File: src/rtl/r_type_issue_wb.sv
// r_type_issue_wb: accepts one R-type instruction at a time, reads operands
// from the architectural register file, hands them to a combinational execute
// unit, and writes the result back. Each instruction takes four cycles:
// IDLE -> DECODE -> EXEC -> WB. An illegal word skips EXEC.
`timescale 1ns/1ps
module r_type_issue_wb #(
   parameter int XLEN  = 32,
   parameter int NREG  = 32,
   parameter int CNT_W = 16
) (
   input  logic             clk,
   input  logic             rst,
   input  logic             instr_valid,
   input  logic [31:0]      instr_data,
   output logic             instr_ready,
   output logic [31:0]      ex_idata,
   output logic [XLEN-1:0]  ex_rv1,
   output logic [XLEN-1:0]  ex_rv2,
   input  logic [XLEN-1:0]  ex_result,
   output logic             done,
   output logic             illegal,
   output logic [4:0]       wb_rd,
   output logic [XLEN-1:0]  wb_data,
   output logic [CNT_W-1:0] retired_cnt,
   input  logic [4:0]       dbg_addr,
   output logic [XLEN-1:0]  dbg_data
);

   typedef enum logic [1:0] {IDLE, DECODE, EXEC, WB} state_t;

   state_t           state_q;
   logic [31:0]      instr_q;
   logic [31:0]      ex_idata_q;
   logic [XLEN-1:0]  rv1_q;
   logic [XLEN-1:0]  rv2_q;
   logic [XLEN-1:0]  result_q;
   logic             bad_q;
   logic             done_q;
   logic             illegal_q;
   logic [4:0]       wb_rd_q;
   logic [XLEN-1:0]  wb_data_q;
   logic [CNT_W-1:0] cnt_q;
   logic [XLEN-1:0]  regs_q [NREG];

   // Instruction fields of the latched word
   logic [6:0] opcode;
   logic [4:0] rd;
   logic [2:0] funct3;
   logic [4:0] rs1;
   logic [4:0] rs2;
   logic [6:0] funct7;
   logic       legal;
   logic       wr_en;

   assign opcode = instr_q[6:0];
   assign rd     = instr_q[11:7];
   assign funct3 = instr_q[14:12];
   assign rs1    = instr_q[19:15];
   assign rs2    = instr_q[24:20];
   assign funct7 = instr_q[31:25];

   // Base R-type ops, plus the two alternate encodings (sub, sra)
   assign legal = (opcode == 7'b0110011) &&
                  ((funct7 == 7'b0000000) ||
                   ((funct7 == 7'b0100000) && ((funct3 == 3'b000) || (funct3 == 3'b101))));

   // Writeback happens on the edge that leaves WB; x0 writes are dropped
   assign wr_en = (state_q == WB) && !bad_q && (rd != 5'd0);

   assign instr_ready = (state_q == IDLE);
   assign ex_idata    = ex_idata_q;
   assign ex_rv1      = rv1_q;
   assign ex_rv2      = rv2_q;
   assign done        = done_q;
   assign illegal     = illegal_q;
   assign wb_rd       = wb_rd_q;
   assign wb_data     = wb_data_q;
   assign retired_cnt = cnt_q;

   // Debug port reads the array directly: no bypass of an in-progress write
   assign dbg_data = (dbg_addr == 5'd0) ? '0 : regs_q[dbg_addr];

   // Register file: cleared on reset, loaded with the retiring result
   always_ff @(posedge clk or posedge rst) begin
      if (rst) begin
         for (int i = 0; i < NREG; i++) begin
            regs_q[i] <= '0;
         end
      end else if (wr_en) begin
         regs_q[rd] <= result_q;
      end
   end

   // Sequencer: instruction latch, operand read, result capture, retire outputs
   always_ff @(posedge clk or posedge rst) begin
      if (rst) begin
         state_q    <= IDLE;
         instr_q    <= '0;
         ex_idata_q <= '0;
         rv1_q      <= '0;
         rv2_q      <= '0;
         result_q   <= '0;
         bad_q      <= 1'b0;
         done_q     <= 1'b0;
         illegal_q  <= 1'b0;
         wb_rd_q    <= '0;
         wb_data_q  <= '0;
         cnt_q      <= '0;
      end else begin
         case (state_q)
            IDLE: begin
               if (instr_valid) begin
                  instr_q <= instr_data;
                  state_q <= DECODE;
               end
            end
            DECODE: begin
               if (legal) begin
                  // Operands are read here, before any write of this instruction
                  ex_idata_q <= instr_q;
                  rv1_q      <= (rs1 == 5'd0) ? '0 : regs_q[rs1];
                  rv2_q      <= (rs2 == 5'd0) ? '0 : regs_q[rs2];
                  bad_q      <= 1'b0;
                  state_q    <= EXEC;
               end else begin
                  bad_q     <= 1'b1;
                  done_q    <= 1'b1;
                  illegal_q <= 1'b1;
                  wb_rd_q   <= rd;
                  wb_data_q <= '0;
                  state_q   <= WB;
               end
            end
            EXEC: begin
               result_q  <= ex_result;
               done_q    <= 1'b1;
               illegal_q <= 1'b0;
               wb_rd_q   <= rd;
               wb_data_q <= (rd == 5'd0) ? '0 : ex_result;
               state_q   <= WB;
            end
            WB: begin
               done_q    <= 1'b0;
               illegal_q <= 1'b0;
               wb_rd_q   <= '0;
               wb_data_q <= '0;
               if (!bad_q) begin
                  cnt_q <= cnt_q + CNT_W'(1);
               end
               state_q <= IDLE;
            end
            default: state_q <= IDLE;
         endcase
      end
   end

endmodule

File: config.mk
export PLATFORM = sky130hd
export DESIGN_NAME = r_type_issue_wb
export DESIGN_NICKNAME = d
export VERILOG_FILES = /design/src/rtl/r_type_issue_wb.sv
export SDC_FILE = /design/constraint.sdc
export NUM_CORES = 2
export LEC_CHECK = 0
export ABC_CLOCK_PERIOD_IN_PS = 63300
export CORE_UTILIZATION = 40
export CTS_CLUSTER_DIAMETER = 30
export DETAILED_ROUTE_END_ITERATION = 10
export REMOVE_ABC_BUFFERS = 1
export SYNTH_ARGS = -nofsm -noshare
export SYNTH_HDL_FRONTEND = slang
export SYNTH_SLANG_ARGS = --single-unit
File: constraint.sdc
create_clock -name clk -period 63.3 [get_ports clk]
set_input_delay 12.66 -clock clk [delete_from_list [all_inputs] [get_ports clk]]
set_output_delay 12.66 -clock clk [all_outputs]
set_load 0.01 [all_outputs]
### Word-level counts from Yosys, hierarchy flattened

Cells that the tools add are included.

| operators by class | value |
|---|---|
| $add $sub $neg | 1 |
| magnitude comparators | 5 |
| eq/ne operators | 8 |
| muxes and demuxes | 27 |
| bitwise operators | 5 |
| reductions and logical operators | 24 |

Operators with widths:

| cell | count |
|---|---|
| 1024-bit bitwise mux | 1 |
| 32-bit binary-select mux with 5-bit select | 3 |
| 32-bit 2-to-1 mux | 12 |
| 32-bit demux with 5-bit select | 1 |
| 32-bit one-hot mux with 3 select lines | 1 |
| 6-bit >= comparator, second input constant | 4 |
| 5-bit NOT with 6-bit output | 4 |
| 5-bit logical NOT | 4 |
| 16-bit by 1-bit adder with 16-bit output, second input constant | 1 |
| 5-bit one-hot mux with 3 select lines | 1 |
| 7-bit by 6-bit equality test with 1-bit output, second input constant | 2 |
| 2-bit AND reduction | 5 |
| 2-bit one-hot mux with 4 select lines | 1 |
| 7-bit logical NOT | 1 |
| 6-bit by 1-bit less-than comparator with 1-bit output, second input constant | 1 |
| 1-bit logical AND | 5 |
| 5-bit 2-to-1 mux | 1 |
| 5-bit nonzero test | 1 |
| 2-bit equality test, second input constant | 2 |
| 2-bit != test, second input constant | 2 |
| 3-bit equality test, second input constant | 1 |
| 3-bit logical NOT | 1 |
| 1-bit 2-to-1 mux | 3 |
| 1-bit one-hot mux with 3 select lines | 1 |
| 10 further kinds | 11 |

| storage, ports and cells | value |
|---|---|
| register bits after elaboration | 1242 |
| output and inout bits | 184 |

### Longest topological paths before layout

| depth | value |
|---|---|
| word-level depth | 7 |
| mapped depth | 10 |
| depth with buffers taken out | 7 |

### Least setup slack after synthesis

No wires, ideal clock.

| path | value |
|---|---|
| path kind | in2out |
| from | input dbg_addr[0] |
| to | output dbg_data[10] |
| arrival | 14.797 ns |
| required time | 50.640 ns |
| path slack | 35.843 ns |
| stages on the path | 7 |
| cells stage by stage | buf_2 buf_2 buf_1 mux4_2 mux4_2 nand2_1 o21ai_0 |

| on the way | value |
|---|---|
| word-level cells in the longest chain between the ends | 5 |

RTL lines:

| what | line | RTL |
|---|---|---|
| start: declaration | 25 | `input logic [4:0] dbg_addr,` |
| 5-bit NOT with 6-bit output (implied by the code) | 81 | `assign dbg_data = (dbg_addr == 5'd0) ? '0 : regs_q[dbg_addr];` |
| 32-bit binary-select mux with 5-bit select | 81 |  |
| 32-bit 2-to-1 mux (implied by the code) (2 in a row) | 81 |  |
| 32-bit 2-to-1 mux (*) | 81 |  |
| end: declaration | 26 | `output logic [XLEN-1:0] dbg_data` |

Every way passes the cells marked *; elsewhere a longest branch is shown, timed or not. The select of a mux whose other input is x is not followed.

### Worst setup path in the final report

| path | value |
|---|---|
| from | input dbg_addr[0] |
| to | output dbg_data[24] |

Same word-level chain as after synthesis.

==> impl_metrics.json <==
{
  "status": "complete, no violations",
  "place_area_sq_mm": 0.07386,
  "yosysSeqAreaShare": 0.4477,
  "rsz0062_at_grt": "false",
  "stdcell_count": 7959,
  "num_rows": 152,
  "vias_per_cell": 6.477,
  "placed_cells": 7390,
  "cts_resized": 0,
  "drive_above_1_share": 0.3781,
  "synth_top_area_cell": "dfrtp_1",
  "drc": 0,
  "synth_top_flop_cell": "dfrtp_1",
  "clkLatencyLatePin_ns": 0.93,
  "worst_clock_skew_ns": 0.07158,
  "place_congestion": 0.8502,
  "crit_path_start_kind": "input pin",
  "post_cts_buffers": 0,
  "drt-initial-drc-count": 6248,
  "grt_pass1_vias": 52890,
  "synth.top_cells.by_area": "dfrtp_1, mux4_2, mux2_2, mux2i_1, o21ai_0",
  "cts_buffers": 322,
  "p_leak_nw": 37.16,
  "drtPass1Iterations": 6,
  "worst_setup_path_end_kind": "primary output",
  "grt_max_degree": 173,
  "slew_violations": 0,
  "power.total_mw": 3.477,
  "die_h_um": 418.6,
  "antenna_found_initial": 5,
  "hp-class": "flip-flop to flip-flop",
  "fin_crit_ns": 29.39,
  "core_area_sq_mm": 0.1719,
  "crit_required_ns": 50.64,
  "maxSlewHeadroom": 0.1524,
  "syn_inst": 5295,
  "cts_tree": "built",
  "utilization": 0.4941,
  "tightest_slew_ns": 1.269,
  "synth-async-reset-ratio": 1.000,
  "maxCapViolCount": 0,
  "synth_cell_types": 56,
  "fin_crit_sh": 0.4643,
  "drt-total-wl_um": 259800,
  "power.density_mw_per_mm2": 40.93,
  "cts_sinks": 1242,
  "hold_viol_final": 0,
  "cts-hold-fix-buffers": 0,
  "synth-edff-count": 0,
  "crit_arrival_ns": 16.73,
  "port_buffers": 255,
  "gr-total-overflow": 0,
  "setup-tns-final_ns": 0,
  "ys_ff_latch": 1242,
  "grt_first_pass_wirelength_um": 378800,
  "clk_pin_slew_worst_paths_ns": 0.04,
  "die_area_sq_mm": 0.1752,
  "vias": 51554,
  "clock_tree.buffer_depth": 4,
  "setup_viol": 0,
  "yosysWarningCount": 0,
  "critical_path_class": "input pin to primary output",
  "ctsHtreeMaxLevel": 5,
  "avgRoutedWirePerCell_um": 32.64,
  "finish.instance_area_sq_mm": 0.08494,
  "fp.dieW_um": 418.6,
  "path_max_fanout": 66,
  "syn-cell-area_sq_mm": 0.06942,
  "cts-root-buf": "clkbuf_16",
  "io_pins": 256,
  "grt_use_total": 0.2980,
  "start_util": 0.4038,
  "drtAntennaViolNets": 0,
  "areaGrowthSynthToFinish_pct": 22.36,
  "dp_hpwl_um": 143100,
  "worst_ir_drop_vdd_uv": 37.69,
  "fin_nets": 5481,
  "syn_avg_cell_area_sq_um": 13.11,
  "fmax_mhz": 34.02,
  "synth.top_cell.area_share": 0.4477
}
==> logic make-up (layout without fill, tap and decap cells) <==
family                   after synthesis  in the layout  share of synthesized area
other                                  0              8                          0
AND/OR/NAND/NOR                      752            752                    0.04659
buffers and inverters                656           1002                    0.03735
flip-flops                          1242           1242                     0.4477
multiplexers                        1755           1755                     0.3866
adder cells (fa/ha/maj)                5              5                  0.0009012
XOR/XNOR                              16             16                   0.002019
AO/OA/AOI/OAI                        869            869                    0.07882
==> metal layers <==
layer  up-vias  GRT usage  part of all wire
met2      3273     0.4493              0.45
met5         -          0                 0
met3       728    0.08209              0.10
li1      20552          -                 -
met1     27001     0.3883              0.39
met4         0     0.1654             0.056
==> flip-flops by register name, indices dropped and copies added, names as in the netlist, 16 cells and up <==
register / cells
ex_rv2: 32
result_q: 32
instr_q: 32
ex_rv1: 32
ex_idata: 32
regs_q: 1024
wb_data: 32
retired_cnt: 16
==> cells in the mapped netlist, types with 9 or more instances <==
cell and n:
inv_1 71, o211a_1 17, buf_1 81, nand2_1 565
a221oi_1 52, mux4_2 667, mux2_2 739, a21oi_1 34
a21o_1 32, nand3_1 14, o31ai_1 40, a2111oi_0 30
o221ai_1 33, o21ai_1 16, buf_2 82, clkbuf_1 416
o21ai_0 435, nand2b_1 11, dfrtp_1 1242, or3_1 22
o22ai_1 80, nor3_1 34, xor2_1 9, a22oi_1 40
nand4_1 19, mux2i_1 349, a22o_1 51, nor2_1 30
and2_1 13
==> worst max-delay path, stage by stage <==
cell and delay [ns]:
buf_8 0.51, buf_4 0.81, buf_4 0.77, mux4_2 0.59, mux4_2 0.50, nand2_1 0.08, o21ai_0 0.15, clkdlybuf4s50_1 0.58
==> through the flow <==
stage               hold slack, ns  setup slack [ns]
floorplan                   0.3812             15.64
global placement            0.4044             33.84
detailed placement          0.4046             33.73
CTS                         0.4138             33.72
global route                0.4302             33.48
finish                      0.4141             33.91
==> layout by cell type (no fill, tap or decap), drive strengths merged, types with 8 or more instances in the layout <==
master         count
mux2             739
a22o              51
diode              8
nor3              34
o221ai            33
clkdlybuf4s50    250
dfrtp           1242
inv               92
xor2               9
a221oi            52
buf              120
o21ai            455
nor2              30
a22oi             40
o31ai             40
o211a             17
clkinv            73
o22ai             80
and2              14
nand3             14
nand4             19
a2111oi           30
mux4             667
a21o              32
mux2i            349
nand2b            11
clkinvlp          27
a21oi             34
nand2            565
clkbuf           390
or3               26
bufinv            50
==> cell type report <==
cell class                 instances  area, sq um
antenna                            8        20.02
sequential                      1242        31110
clock buffer                     390         8706
multi-input combinational       3397        36090
timing repair buffer             370         3495
tap                             2310         2890
fill                           14786        86980
inverter                          71        274.0
clock inverter                   171         2355
==> worst paths after layout <==
| check | slack [ns] | endpoint | cells after the start | start |
|---|---|---|---|---|
| max in group asynchronous | 45.42 | regs_q[201] | 8 | rst |
| hold / removal | 0.41 | regs_q[998] | 0 | regs_q[998] |
| min in group asynchronous | 12.23 | instr_q[1] | 2 | rst |
| setup / recovery | 33.91 | dbg_data[24] | 8 | dbg_addr[0] |
| setup reg to reg | 58.05 | ex_rv1[1] | 8 | instr_q[15] |
| hold reg to reg | 0.41 | regs_q[998] | 0 | regs_q[998] |
==> where the power goes <==
group | switching [mW] | total [mW] | internal, mW | leakage [nW]
registers | 0.140 | 0.969 | 0.829 | 17.2
logic | 0.553 | 0.834 | 0.281 | 14.6
clock network | 0.501 | 1.67 | 1.17 | 5.38
total | 1.19 | 3.48 | 2.28 | 37.2
Note: power is estimated with default switching activity, not from simulation.
